[src/rtl/subway_sched_pkg.sv]
// Shared types and constants for the SUBWAY map scheduler.
package subway_pkg;

  // Scheduler FSM states.
  typedef enum logic [2:0] {
    StIdle,
    StFeed,
    StWait,
    StCollect,
    StGap
  } state_e;

  // Action codes returned by the SUBWAY engine.
  localparam logic [1:0] ACT_FWD   = 2'd0;
  localparam logic [1:0] ACT_RIGHT = 2'd1;
  localparam logic [1:0] ACT_LEFT  = 2'd2;
  localparam logic [1:0] ACT_JUMP  = 2'd3;

  // Default map geometry of the engine.
  localparam int unsigned DefMapRows = 64;
  localparam int unsigned DefOutLen  = 63;

endpackage

[src/rtl/subway_sched_if.sv]
// Scheduler <-> SUBWAY engine bus. master = scheduler, slave = engine.
interface subway_sched_if;
  logic       sw_in_valid;
  logic [1:0] sw_init;
  logic [1:0] sw_in0;
  logic [1:0] sw_in1;
  logic [1:0] sw_in2;
  logic [1:0] sw_in3;
  logic       sw_out_valid;
  logic [1:0] sw_out;

  modport master (
    output sw_in_valid, sw_init, sw_in0, sw_in1, sw_in2, sw_in3,
    input  sw_out_valid, sw_out
  );

  modport slave (
    input  sw_in_valid, sw_init, sw_in0, sw_in1, sw_in2, sw_in3,
    output sw_out_valid, sw_out
  );
endinterface

[src/rtl/subway_rr_arb.sv]
// Combinational round-robin picker: first set req bit after last_gnt, wrapping mod NUM_REQ.
module subway_rr_arb #(
  parameter int unsigned NUM_REQ = 4,
  parameter int unsigned IdW     = 2
) (
  input  logic [NUM_REQ-1:0] req,
  input  logic [IdW-1:0]     last_gnt,
  output logic               any,
  output logic [IdW-1:0]     idx
);

  // Scan candidates last_gnt+1 .. last_gnt+NUM_REQ; the modulo keeps odd sizes in range.
  always_comb begin
    int unsigned cand;
    logic [IdW-1:0] cand_id;
    any = 1'b0;
    idx = '0;
    for (int unsigned k = 1; k <= NUM_REQ; k++) begin
      cand    = (32'(last_gnt) + k) % NUM_REQ;
      cand_id = IdW'(cand);
      if (!any && req[cand_id]) begin
        any = 1'b1;
        idx = cand_id;
      end
    end
  end

endmodule

[src/rtl/subway_sched.sv]
// Round-robin scheduler sharing one SUBWAY engine between NUM_REQ map sources.
// Optional watchdog abort enabled by defining SUBWAY_SCHED_WDOG_EN.
module subway_sched
  import subway_pkg::*;
#(
  parameter int unsigned NUM_REQ  = 4,
  parameter int unsigned MAP_ROWS = DefMapRows,
  parameter int unsigned OUT_LEN  = DefOutLen,
  parameter int unsigned WDOG_CYC = 255,
  localparam int unsigned IdW     = $clog2(NUM_REQ)
) (
  input  logic                 clk,
  input  logic                 rst_n,
  input  logic [NUM_REQ-1:0]   req,
  input  logic [2*NUM_REQ-1:0] req_init,
  input  logic [8*NUM_REQ-1:0] req_row,
  output logic [NUM_REQ-1:0]   row_pop,
  subway_sched_if.master       sw,
  output logic                 res_valid,
  output logic [1:0]           res_action,
  output logic [IdW-1:0]       res_id,
  output logic                 res_last,
  output logic                 busy,
  output logic                 wdog_err
);

  localparam int unsigned RowW = $clog2(MAP_ROWS + 1);
  localparam int unsigned CntW = $clog2(OUT_LEN + 1);

  state_e         state_q, state_d;
  logic [RowW-1:0] row_cnt_q, row_cnt_d;
  logic [CntW-1:0] res_cnt_q, res_cnt_d;
  logic [IdW-1:0]  gnt_id_q, gnt_id_d, last_gnt_q, last_gnt_d;
  logic            in_valid_q, in_valid_d;
  logic [1:0]      init_q, init_d;
  logic [7:0]      row_q, row_d;
  logic            res_valid_q, res_valid_d, res_last_q, res_last_d;
  logic [1:0]      res_action_q, res_action_d;
  logic [IdW-1:0]  res_id_q, res_id_d;
  logic            arb_any, act_last, wdog_hit;
  logic [IdW-1:0]  arb_idx;

  subway_rr_arb #(
    .NUM_REQ (NUM_REQ),
    .IdW     (IdW)
  ) u_arb (
    .req      (req),
    .last_gnt (last_gnt_q),
    .any      (arb_any),
    .idx      (arb_idx)
  );

  // The action being accepted now is the OUT_LEN-th one.
  assign act_last = (res_cnt_q == CntW'(OUT_LEN - 1));

`ifdef SUBWAY_SCHED_WDOG_EN
  logic [7:0] wdog_q, wdog_d;
  logic       wdog_err_q;

  // Count idle engine cycles while a result is owed; any out_valid restarts the count.
  always_comb begin
    wdog_d   = '0;
    wdog_hit = 1'b0;
    if ((state_q == StWait || state_q == StCollect) && !sw.sw_out_valid) begin
      wdog_d   = wdog_q + 1'b1;
      wdog_hit = (wdog_q == 8'(WDOG_CYC - 1));
    end
  end

  // Watchdog counter and sticky error flag.
  always_ff @(posedge clk or negedge rst_n) begin
    if (!rst_n) begin
      wdog_q     <= '0;
      wdog_err_q <= 1'b0;
    end else begin
      wdog_q     <= wdog_d;
      wdog_err_q <= wdog_err_q | wdog_hit;
    end
  end

  assign wdog_err = wdog_err_q;
`else
  logic unused_wdog_cfg;
  assign unused_wdog_cfg = ^WDOG_CYC;
  assign wdog_hit        = 1'b0;
  assign wdog_err        = 1'b0;
`endif

  // State register.
  always_ff @(posedge clk or negedge rst_n) begin
    if (!rst_n) state_q <= StIdle;
    else        state_q <= state_d;
  end

  // Next-state logic.
  always_comb begin
    state_d = state_q;
    unique case (state_q)
      StIdle:            if (arb_any) state_d = StFeed;
      StFeed:            if (row_cnt_q == RowW'(MAP_ROWS - 1)) state_d = StWait;
      StWait, StCollect: begin
        if (wdog_hit)             state_d = StGap;
        else if (sw.sw_out_valid) state_d = act_last ? StGap : StCollect;
      end
      StGap:             state_d = StIdle;
      default:           state_d = StIdle;
    endcase
  end

  // Output decode and next values of the registered datapath.
  always_comb begin
    row_pop      = '0;
    busy         = (state_q != StIdle);
    in_valid_d   = 1'b0;
    init_d       = '0;
    row_d        = '0;
    res_valid_d  = 1'b0;
    res_action_d = ACT_FWD;
    res_id_d     = '0;
    res_last_d   = 1'b0;
    row_cnt_d    = row_cnt_q;
    res_cnt_d    = res_cnt_q;
    gnt_id_d     = gnt_id_q;
    last_gnt_d   = last_gnt_q;
    unique case (state_q)
      StIdle: begin
        row_cnt_d = '0;
        res_cnt_d = '0;
        if (arb_any) begin
          gnt_id_d   = arb_idx;
          last_gnt_d = arb_idx;
        end
      end
      StFeed: begin
        row_pop[gnt_id_q] = 1'b1;
        in_valid_d        = 1'b1;
        row_d             = req_row[8*gnt_id_q +: 8];
        if (row_cnt_q == '0) init_d = req_init[2*gnt_id_q +: 2];
        row_cnt_d         = row_cnt_q + 1'b1;
      end
      StWait, StCollect: begin
        // Watchdog abort looks like a final forward action so consumers always see res_last.
        if (wdog_hit) begin
          res_valid_d = 1'b1;
          res_last_d  = 1'b1;
          res_id_d    = gnt_id_q;
        end else if (sw.sw_out_valid) begin
          res_valid_d  = 1'b1;
          res_action_d = sw.sw_out;
          res_id_d     = gnt_id_q;
          res_last_d   = act_last;
          res_cnt_d    = res_cnt_q + 1'b1;
        end
      end
      default: ;
    endcase
  end

  // Datapath registers; last_gnt resets to NUM_REQ-1 so requester 0 wins the first pick.
  always_ff @(posedge clk or negedge rst_n) begin
    if (!rst_n) begin
      row_cnt_q    <= '0;
      res_cnt_q    <= '0;
      gnt_id_q     <= '0;
      last_gnt_q   <= IdW'(NUM_REQ - 1);
      in_valid_q   <= 1'b0;
      init_q       <= '0;
      row_q        <= '0;
      res_valid_q  <= 1'b0;
      res_action_q <= '0;
      res_id_q     <= '0;
      res_last_q   <= 1'b0;
    end else begin
      row_cnt_q    <= row_cnt_d;
      res_cnt_q    <= res_cnt_d;
      gnt_id_q     <= gnt_id_d;
      last_gnt_q   <= last_gnt_d;
      in_valid_q   <= in_valid_d;
      init_q       <= init_d;
      row_q        <= row_d;
      res_valid_q  <= res_valid_d;
      res_action_q <= res_action_d;
      res_id_q     <= res_id_d;
      res_last_q   <= res_last_d;
    end
  end

  assign sw.sw_in_valid = in_valid_q;
  assign sw.sw_init     = init_q;
  assign sw.sw_in0      = row_q[1:0];
  assign sw.sw_in1      = row_q[3:2];
  assign sw.sw_in2      = row_q[5:4];
  assign sw.sw_in3      = row_q[7:6];
  assign res_valid      = res_valid_q;
  assign res_action     = res_action_q;
  assign res_id         = res_id_q;
  assign res_last       = res_last_q;

endmodule

[src/flat_wrapper.sv]
// flat-port wrapper written by rule: the top's interface ports become plain ports
module subway_sched_flat import subway_pkg::*;
#(
  parameter int unsigned NUM_REQ  = 4,
  parameter int unsigned MAP_ROWS = DefMapRows,
  parameter int unsigned OUT_LEN  = DefOutLen,
  parameter int unsigned WDOG_CYC = 255,
  localparam int unsigned IdW     = $clog2(NUM_REQ)
)
  (clk, rst_n, req, req_init, req_row, row_pop, res_valid, res_action, res_id, res_last, busy, wdog_err, sw_sw_in_valid, sw_sw_init, sw_sw_in0, sw_sw_in1, sw_sw_in2, sw_sw_in3, sw_sw_out_valid, sw_sw_out);
  subway_sched_if sw_i ();
  input  logic clk;
  input  logic rst_n;
  input  logic [NUM_REQ-1:0] req;
  input  logic [2*NUM_REQ-1:0] req_init;
  input  logic [8*NUM_REQ-1:0] req_row;
  output logic [NUM_REQ-1:0] row_pop;
  output logic res_valid;
  output logic [1:0] res_action;
  output logic [IdW-1:0] res_id;
  output logic res_last;
  output logic busy;
  output logic wdog_err;
  output wire logic [$bits(sw_i.sw_in_valid)-1:0] sw_sw_in_valid;
  output wire logic [$bits(sw_i.sw_init)-1:0] sw_sw_init;
  output wire logic [$bits(sw_i.sw_in0)-1:0] sw_sw_in0;
  output wire logic [$bits(sw_i.sw_in1)-1:0] sw_sw_in1;
  output wire logic [$bits(sw_i.sw_in2)-1:0] sw_sw_in2;
  output wire logic [$bits(sw_i.sw_in3)-1:0] sw_sw_in3;
  input wire logic [$bits(sw_i.sw_out_valid)-1:0] sw_sw_out_valid;
  input wire logic [$bits(sw_i.sw_out)-1:0] sw_sw_out;
  assign sw_sw_in_valid = sw_i.sw_in_valid;
  assign sw_sw_init = sw_i.sw_init;
  assign sw_sw_in0 = sw_i.sw_in0;
  assign sw_sw_in1 = sw_i.sw_in1;
  assign sw_sw_in2 = sw_i.sw_in2;
  assign sw_sw_in3 = sw_i.sw_in3;
  assign sw_i.sw_out_valid = sw_sw_out_valid;
  assign sw_i.sw_out = sw_sw_out;
  subway_sched #(.NUM_REQ(NUM_REQ), .MAP_ROWS(MAP_ROWS), .OUT_LEN(OUT_LEN), .WDOG_CYC(WDOG_CYC)) u_core (.clk(clk), .rst_n(rst_n), .req(req), .req_init(req_init), .req_row(req_row), .row_pop(row_pop), .sw(sw_i), .res_valid(res_valid), .res_action(res_action), .res_id(res_id), .res_last(res_last), .busy(busy), .wdog_err(wdog_err));
endmodule
[config.mk]
export PLATFORM = sky130hd
export DESIGN_NAME = subway_sched_flat
export DESIGN_NICKNAME = d
export VERILOG_FILES = /design/src/rtl/subway_sched_pkg.sv /design/src/rtl/subway_sched_if.sv /design/src/rtl/subway_rr_arb.sv /design/src/rtl/subway_sched.sv /design/src/flat_wrapper.sv
export SDC_FILE = /design/constraint.sdc
export NUM_CORES = 1
export LEC_CHECK = 0
export BUFFER_PORTS_ARGS = -buffer_cell sky130_fd_sc_hd__clkbuf_2
export CAP_MARGIN = 15
export CORE_MARGIN = 2
export CORE_UTILIZATION = 25
export CTS_CLUSTER_SIZE = 12
export DETAILED_ROUTE_END_ITERATION = 7
export PLACE_DENSITY = 0.57
export SLEW_MARGIN = 15
export SYNTH_ARGS = -nofsm -noshare
export SYNTH_HDL_FRONTEND = slang
export SYNTH_SLANG_ARGS = --single-unit
export TNS_END_PERCENT = 30
[constraint.sdc]
create_clock -name clk -period 1.85 [get_ports clk]
set_clock_uncertainty 0.05 [all_clocks]
set_input_delay 0.37 -clock clk [delete_from_list [all_inputs] [get_ports clk]]
set_output_delay 0.37 -clock clk [all_outputs]
set_load 0.05 [all_outputs]
### After elaboration in Yosys (flattened, before gate mapping)

Cells that the tools add are included.

* add/sub/neg operators: 6
* magnitude comparators: 6
* equal/unequal tests: 8
* shifts and indexed selects: 2
* mux-type cells: 39
* reduce and logical (&&, ||, !) cells: 16

Operator list (count)
* $shiftx A32 B6 Y8: 1
* $mux W2: 10
* $lt A2 B3 Y1 const B: 5
* $mux W1: 14
* $pmux W7 S2: 1
* $mux W3: 4
* $pmux W6 S2: 1
* $pmux W3 S3: 1
* $bmux W1 S2: 4
* $mux W8: 1
* $shiftx A8 B4 Y2: 1
* $add A7 B1 Y7 const B: 1
* $eq A7 B6 Y1 const B: 1
* $logic_not A7 Y1: 1
* $add A6 B1 Y6 const B: 1
* $eq A3 B2 Y1 const B: 2
* $eq A6 B6 Y1 const B: 1
* $mux W6: 1
* $add A2 B1 Y2 const B: 2
* $add A2 B2 Y2 const B: 2
* $logic_and A1 B1 Y1: 4
* $mux W4: 1
* $ne A2 B1 Y1 const B: 2
* $reduce_and A2 Y1: 2
* other kinds (10): 13

* bits in registers: 37
* input port bits: 49
* output and inout bits: 23
* word-level logic and storage cells: 89

### Longest topological paths before layout

Gate-level depths: netlist (run 1).

* depth in word-level cells: 15
* mapped depth: 7
* depth with buffers taken out: 6

### Hierarchy

Synthesis (run 1) repeated with hierarchy kept, for this count alone.

* cells, all modules: 176
* area, all modules: 1991.9 sq um

By module, submodules not included
* subway_sched: times used 1, cells an instance 162, area an instance 1900.6 sq um, seq. area each 928.4 sq um
* subway_rr_arb: times used 1, cells an instance 14, area an instance 91.3 sq um, seq. area each 0.0 sq um

### Least setup slack after synthesis (run 1)

Ideal clock, no wire load.

* path type: register -> output
* from: reg u_core.state_q[0]
* to: out row_pop[0]
* data arrival time: 1806 ps
* required time: 1430 ps
* slack: -376 ps
* cell stages (with the launch flop): 4
* buffers on the path: 0
* cell sequence: dfrtp_1 and2b_4 nand2b_4 nor3_1

* longest elaborated chain between the ends: 2

RTL lines
* from (decl): line subway_sched.sv:30 `state_e state_q, state_d;`
* from (signal assigned): line subway_sched.sv:91 `if (!rst_n) state_q <= StIdle;`
* from (signal assigned): line subway_sched.sv:92 `else state_q <= state_d;`
* $eq A3 B1 Y1: line subway_sched.sv:125 `unique case (state_q)`
* $mux W4: line subway_sched.sv:125
* to (decl): line flat_wrapper.sv:17 `output logic [NUM_REQ-1:0] row_pop;`

Every way passes these cells.

### Worst setup path after layout (run 1)

* from: reg u_core.state_q[1]
* to: out row_pop[1]

The elaborated chain is that of the path after synthesis.

==> flow_summary.yaml, run 1 <==
logic_synthesis:
  syn_area_um2: 2000
  ys_seq_area_share_pct: 46.4
  synth_seq_cells: 37
  async_reset_ff_share_pct: 100
  syn_nets: 226
  synth_edf_count: 0
  ys_warn_count: 0
  ys.flop_type: "dfrtp_1"
  syn_area_per_cell_um2: 11.6
  postSynthCellCount: 173
  synth.distinct_cells: 53
power_and_ir_drop:
  power_w: 0.00266
  power_density_nw_per_um2: 973
  p_leak_nw: 1.33
  vdd_drop_max_mv: 0.350
die:
  fp.dieArea_um2: 8740
  core_region_area_um2: 7730
  ios: 72
  rows: 32
  dieHeight_um: 93.5
  die_x_um: 93.5
  initial_utilization_pct: 25.9
layout:
  finish.utilization_pct: 35.4
  diodes: 0
  syn2layout_area_growth_pct: 36.7
  drive_gt1_share_pct: 48.4
  nets: 308
routing:
  drtIter0Drc: 77
  wl_per_cell_um: 13.1
  post-route-drc-count: 0
  avgViaCountPerCell: 4.45
  firstDrtPassIters: 4
  wl_mm: 4.68
  via_count: 1594
  drtAntennaViolNets: 0
global_route:
  antenna_found_initial: 0
  grt_max_degree: 23
  grt_overflow: 0
  track_usage_pct: 11.1
  grt_pass1_wl_mm: 7.57
  busiest_layer: "met2"
  met3_usage_pct: 2.50
  met2_usage_pct: 17.7
  use_met1_pct: 14.4
  grt_pass1_vias: 1560
sta:
  min_period_over_period_pct: 102
  fin_hold_ws_ns: 0.246
  finalHoldViolCount: 0
  setup_slack_ns: -0.0369
  setup_violations: 3
  grt_setup_unrepaired: "yes"
  drv_slew: 0
  tns_ns: -0.0482
  finalCriticalPeriod_ns: 1.89
  max_freq_mhz: 530
clocking:
  clk_pin_slew_ns: 0.07
  clk-insertion-delay-late_ns: 0.29
  cts_tree: "built"
  root_buffer: "clkbuf_8"
  htreeDepth: 2
  cts_buffer_depth: 2
  cts_buffers: 5
  cts_sinks: 37
setup_path:
  cp_max_fo: 5
  crit_required_ns: 1.43
  cp-end-kind: "output pin"
  arrival_ns: 1.47
  cp-start-kind: "flip-flop"
  path_class: "flip-flop to output pin"
placement:
  port_buffers: 70
  hpwlAfterDp_mm: 3.63
  gp_congestion: 0.751
outcome:
  violations: "setup timing"
  status: "finished, violations left"
job:
  maxCapViolCount: 0
worst_hold_path:
  hold_class: "primary input to flip-flop"
worst max-delay path, stage by stage, from the launching register on:
cell and delay [ns]:
dfrtp_1 0.40, and2b_4 0.27, nand2b_4 0.07, clkinv_4 0.07
nand2_2 0.06, nor2_2 0.14, buf_8 0.16
per-layer routing:
metal	up-vias	routed length [µm]
met4	0	80
met1	761	2100
met3	7	275
met2	50	2220
li1	776	-
met5	-	0
layout make-up:
class,instances,area (µm²)
fillers,787,4990
multi-input cells,119,1000
flip-flops and latches,37,931
repair buffers,84,518
well taps,102,128
clock buffers,6,82.6
clock inverters,2,37.5
inverters,8,37.5
cells in the mapped netlist, types with 2 or more instances:
cell type | instances | share of area, %
a21o_1 | 2 | 0.75
a21oi_1 | 3 | 0.75
and2_1 | 15 | 4.7
and3_1 | 3 | 0.94
and3b_1 | 2 | 0.88
buf_2 | 3 | 0.75
buf_4 | 2 | 0.75
buf_6 | 2 | 1.1
dfrtp_1 | 35 | 44
dfstp_2 | 2 | 2.6
ha_1 | 4 | 2.5
inv_1 | 6 | 1.1
mux2i_1 | 2 | 1.0
mux4_2 | 10 | 11
nand2_1 | 11 | 2.1
nand3_1 | 4 | 1.0
nand4_1 | 2 | 0.62
nor2_1 | 9 | 1.7
nor2b_1 | 5 | 1.6
nor3_1 | 3 | 0.75
o211ai_1 | 2 | 0.75
o21a_1 | 2 | 0.75
o21ai_0 | 11 | 2.7
xor2_1 | 4 | 1.7
cell families after synthesis:
family | after synthesis | synth area share, %
AO/OA/AOI/OAI | 28 | 9.12
other | 1 | 0.187
buffers and inverters | 17 | 4.94
adder cells (fa/ha/maj) | 4 | 2.50
multiplexers | 13 | 12.8
AND/OR/NAND/NOR | 69 | 22.3
XOR/XNOR | 4 | 1.75
flip-flops | 37 | 46.4
placed cells by master, fill, tap and decap left out, types with 2 or more instances in the layout:
cell       n
mux4_2    10
o21ai_0   11
clkbuf_8   8
nor2b_1    5
nor2_1     7
a21oi_1    3
and3b_1    2
nand4_1    2
a21o_1     2
clkbuf_2  65
inv_1      6
ha_1       4
dfrtp_2    2
buf_4     12
nand2_1    9
xor2_1     4
nand2_2    2
nor2_4     2
dfstp_2    2
o211ai_1   2
nand3_1    4
and2_1    15
buf_8      3
mux2i_1    2
nor3_1     2
dfrtp_1   33
and3_1     2
o21a_1     2
path summary, 6_finish.rpt:
| check | from | end | slack [ns] | cells past startpoint |
|---|---|---|---|---|
| worst max-delay path | u_core.state_q[1]$_DFFE_PN0P_ | row_pop[1] | -0.04 | 6 |
| min in group asynchronous | rst_n | u_core.state_q[2]$_DFFE_PN0P_ | 0.51 | 2 |
| max in group asynchronous | rst_n | u_core.row_q[3]$_DFF_PN0_ | 0.78 | 3 |
| worst max register to register | u_core.row_cnt_q[0]$_DFFE_PN0P_ | u_core.state_q[0]$_DFFE_PN0P_ | 0.28 | 4 |
| worst min-delay path | sw_sw_out[1] | u_core.res_action[1]$_DFF_PN0_ | 0.25 | 2 |
| worst min register to register | u_core.state_q[2]$_DFFE_PN0P_ | u_core.state_q[1]$_DFFE_PN0P_ | 0.44 | 1 |
where the power goes:
part | switching (W) | total [W] | internal (W)
Combinational | 0.000499 | 0.000867 | 0.000368
Sequential | 0.000119 | 0.00107 | 0.000948
Clock | 0.000289 | 0.000728 | 0.000438
Total | 0.000908 | 0.00266 | 0.00175
per-stage QoR:
step           setup slack, ns  instance area, µm²  std cells
4_1_cts                -0.0239                2700        356
3_5_place_dp             0.154                2490        343
3_3_place_gp             0.171                2490        343
5_1_grt                -0.0940                2740        358
2_1_floorplan           -0.247                2010        173
6_report               -0.0369                2740        358
sequential cells by signal, summed over array words and instances, names as in the netlist, 3 cells and up:
name and cells:
u_core.res_cnt_q 6, u_core.row_cnt_q 7, u_core.row_q 8, u_core.state_q 3
timing repair:
item	4_1_cts	5_1_grt
hold buffers	1	0
pin swaps	1	2
resized for setup	15	7
hold endpoints to repair	13	0
setup buffers	4	2
endpoints found under the setup margin	5	5
(Power assumes the default switching activity.)
==> run 2: changes to the inputs <==
REMOVE_ABC_BUFFERS = 1   (was default)
==> flow_summary.yaml, run 2 (same netlist as run 1, synthesis figures left out) <==
sta:
  finalCriticalPeriod_ns: 1.83
  slew_headroom_pct: 65.4
  max_freq_mhz: 545
  drv_slew: 0
  tightestPinTransition_ns: 0.514
  min_period_over_period_pct: 99.2
  finalHoldViolCount: 0
  grt_setup_unrepaired: "yes"
  setup_violations: 0
layout:
  post_layout_nonfiller_instances: 354
  reg.largest.list: "u_core.row_q: 8 flops, u_core.row_cnt_q: 7 flops, u_core.res_cnt_q: 6 flops"
  syn2layout_area_growth_pct: 33.4
  final_common_cell: "clkbuf_2"
  final_cell_mix: "65 x clkbuf_2, 34 x dfrtp_1, 15 x and2_1, 11 x o21ai_0"
  regMostFlops: "u_core.row_q"
  largest_reg_flops: 8
  drive_gt1_share_pct: 46.8
  finish.utilization_pct: 34.6
  diodes: 0
  nets: 305
global_route:
  grt_pass1_vias: 1457
  track_usage_pct: 9.88
  antenna_found_initial: 0
  grt_max_degree: 19
  grt_overflow: 0
  grt_pass1_wl_mm: 6.77
setup_path:
  arrival_ns: 1.41
  crit_end: "row_pop[2]"
  rr_worst_depth: 3
  cp-end-kind: "output pin"
  timing.rr.start: "u_core.gnt_id_q[0]$_DFFE_PN0P_"
  r2r_end: "u_core.row_q[0]$_DFF_PN0_"
  cp-start-kind: "flip-flop"
  crit_start: "u_core.state_q[1]$_DFFE_PN0P_"
  cp_max_fo: 4
  reg2reg_slack_ns: 0.14
  path_class: "flip-flop to output pin"
  crit_required_ns: 1.43
placement:
  port_buffers: 70
  dp_cells: 343
  hpwlAfterDp_mm: 3.44
  gp_congestion: 0.771
routing:
  via_count: 1546
  post-route-drc-count: 0
  wl_per_cell_um: 12.3
  drtIter0Drc: 45
  avgViaCountPerCell: 4.37
  firstDrtPassIters: 4
  drtAntennaViolNets: 0
  wl_mm: 4.36
clocking:
  cts_buffers: 5
  root_buffer: "clkbuf_8"
  htreeDepth: 2
  cts_buffer_depth: 2
  cts_tree: "built"
  clk-insertion-delay-late_ns: 0.28
  clk_pin_slew_ns: 0.07
  cts_sinks: 37
power_and_ir_drop:
  power_density_nw_per_um2: 914
  p_leak_nw: 1.30
  vdd_drop_max_mv: 0.365
  power_w: 0.00244
die:
  dieHeight_um: 93.5
  die_x_um: 93.5
  core_region_area_um2: 7730
  initial_utilization_pct: 25.9
  rows: 32
  fp.dieArea_um2: 8740
  ios: 72
job:
  maxCapViolCount: 0
outcome:
  status: "finished clean"
worst_hold_path:
  hold_class: "primary input to flip-flop"
run 2: repair_timing:
action	CTS	global route
gates resized for setup	15	8
setup endpoints to repair	5	5
cloned	0	0
endpoints found under the hold margin	16	0
hold buffers	1	0
setup buffers	2	1
pin swaps	1	3
run 2: stage by stage:
step / setup TNS [ns] / hold WS, ns / cell area (µm²) / setup WS, ns
floorplan: -0.640 / 0.0244 / 1940 / -0.376
global placement: 0 / 0.282 / 2470 / 0.149
detailed placement: 0 / 0.284 / 2470 / 0.111
CTS: -0.0335 / 0.240 / 2640 / -0.00961
global route: -0.174 / 0.239 / 2670 / -0.0515
finish: 0 / 0.249 / 2670 / 0.0155
run 2: worst min path at each step:
stage,from,end,slack [ns],depth (start not counted)
detailed placement,rst_n,u_core.res_action[0]$_DFF_PN0_,0.28,1
CTS,sw_sw_out[1],u_core.res_action[1]$_DFF_PN0_,0.24,2
finish,sw_sw_out[1],u_core.res_action[1]$_DFF_PN0_,0.25,2
global placement,rst_n,u_core.res_action[0]$_DFF_PN0_,0.28,1
global route,sw_sw_out[0],u_core.res_action[0]$_DFF_PN0_,0.24,2
floorplan,rst_n,u_core.gnt_id_q[0]$_DFFE_PN0P_,0.02,0
run 2: final cells by class:
type | count | area [µm²]
repair buffers | 81 | 483
flip-flops and latches | 37 | 930
fillers | 775 | 5060
well taps | 102 | 128
multi-input cells | 119 | 1010
clock buffers | 7 | 86.3
inverters | 8 | 37.5
run 2: where the power goes:
| group | switching (W) | internal [W] | leakage (nW) |
|---|---|---|---|
| clock | 0.000257 | 0.000295 | 0.0443 |
| sequential | 0.000111 | 0.000949 | 0.475 |
| combinational | 0.000491 | 0.000339 | 0.778 |
| total | 0.000860 | 0.00158 | 1.30 |
run 2: worst max-delay path, stage by stage, from the launching register on:
cell,delay (ns)
dfrtp_1,0.39
and2b_4,0.27
nand2b_4,0.07
clkinv_4,0.07
nand2_2,0.06
nor2_4,0.12
buf_8,0.15
run 2: per-layer routing:
layer	vias to the layer above	global-route usage, %	share of wire (%)
met3	4	3.38	7.8
met2	48	16.5	51
met1	724	11.8	40
li1	770	-	-
met4	0	3.31	1.1
met5	-	0	0
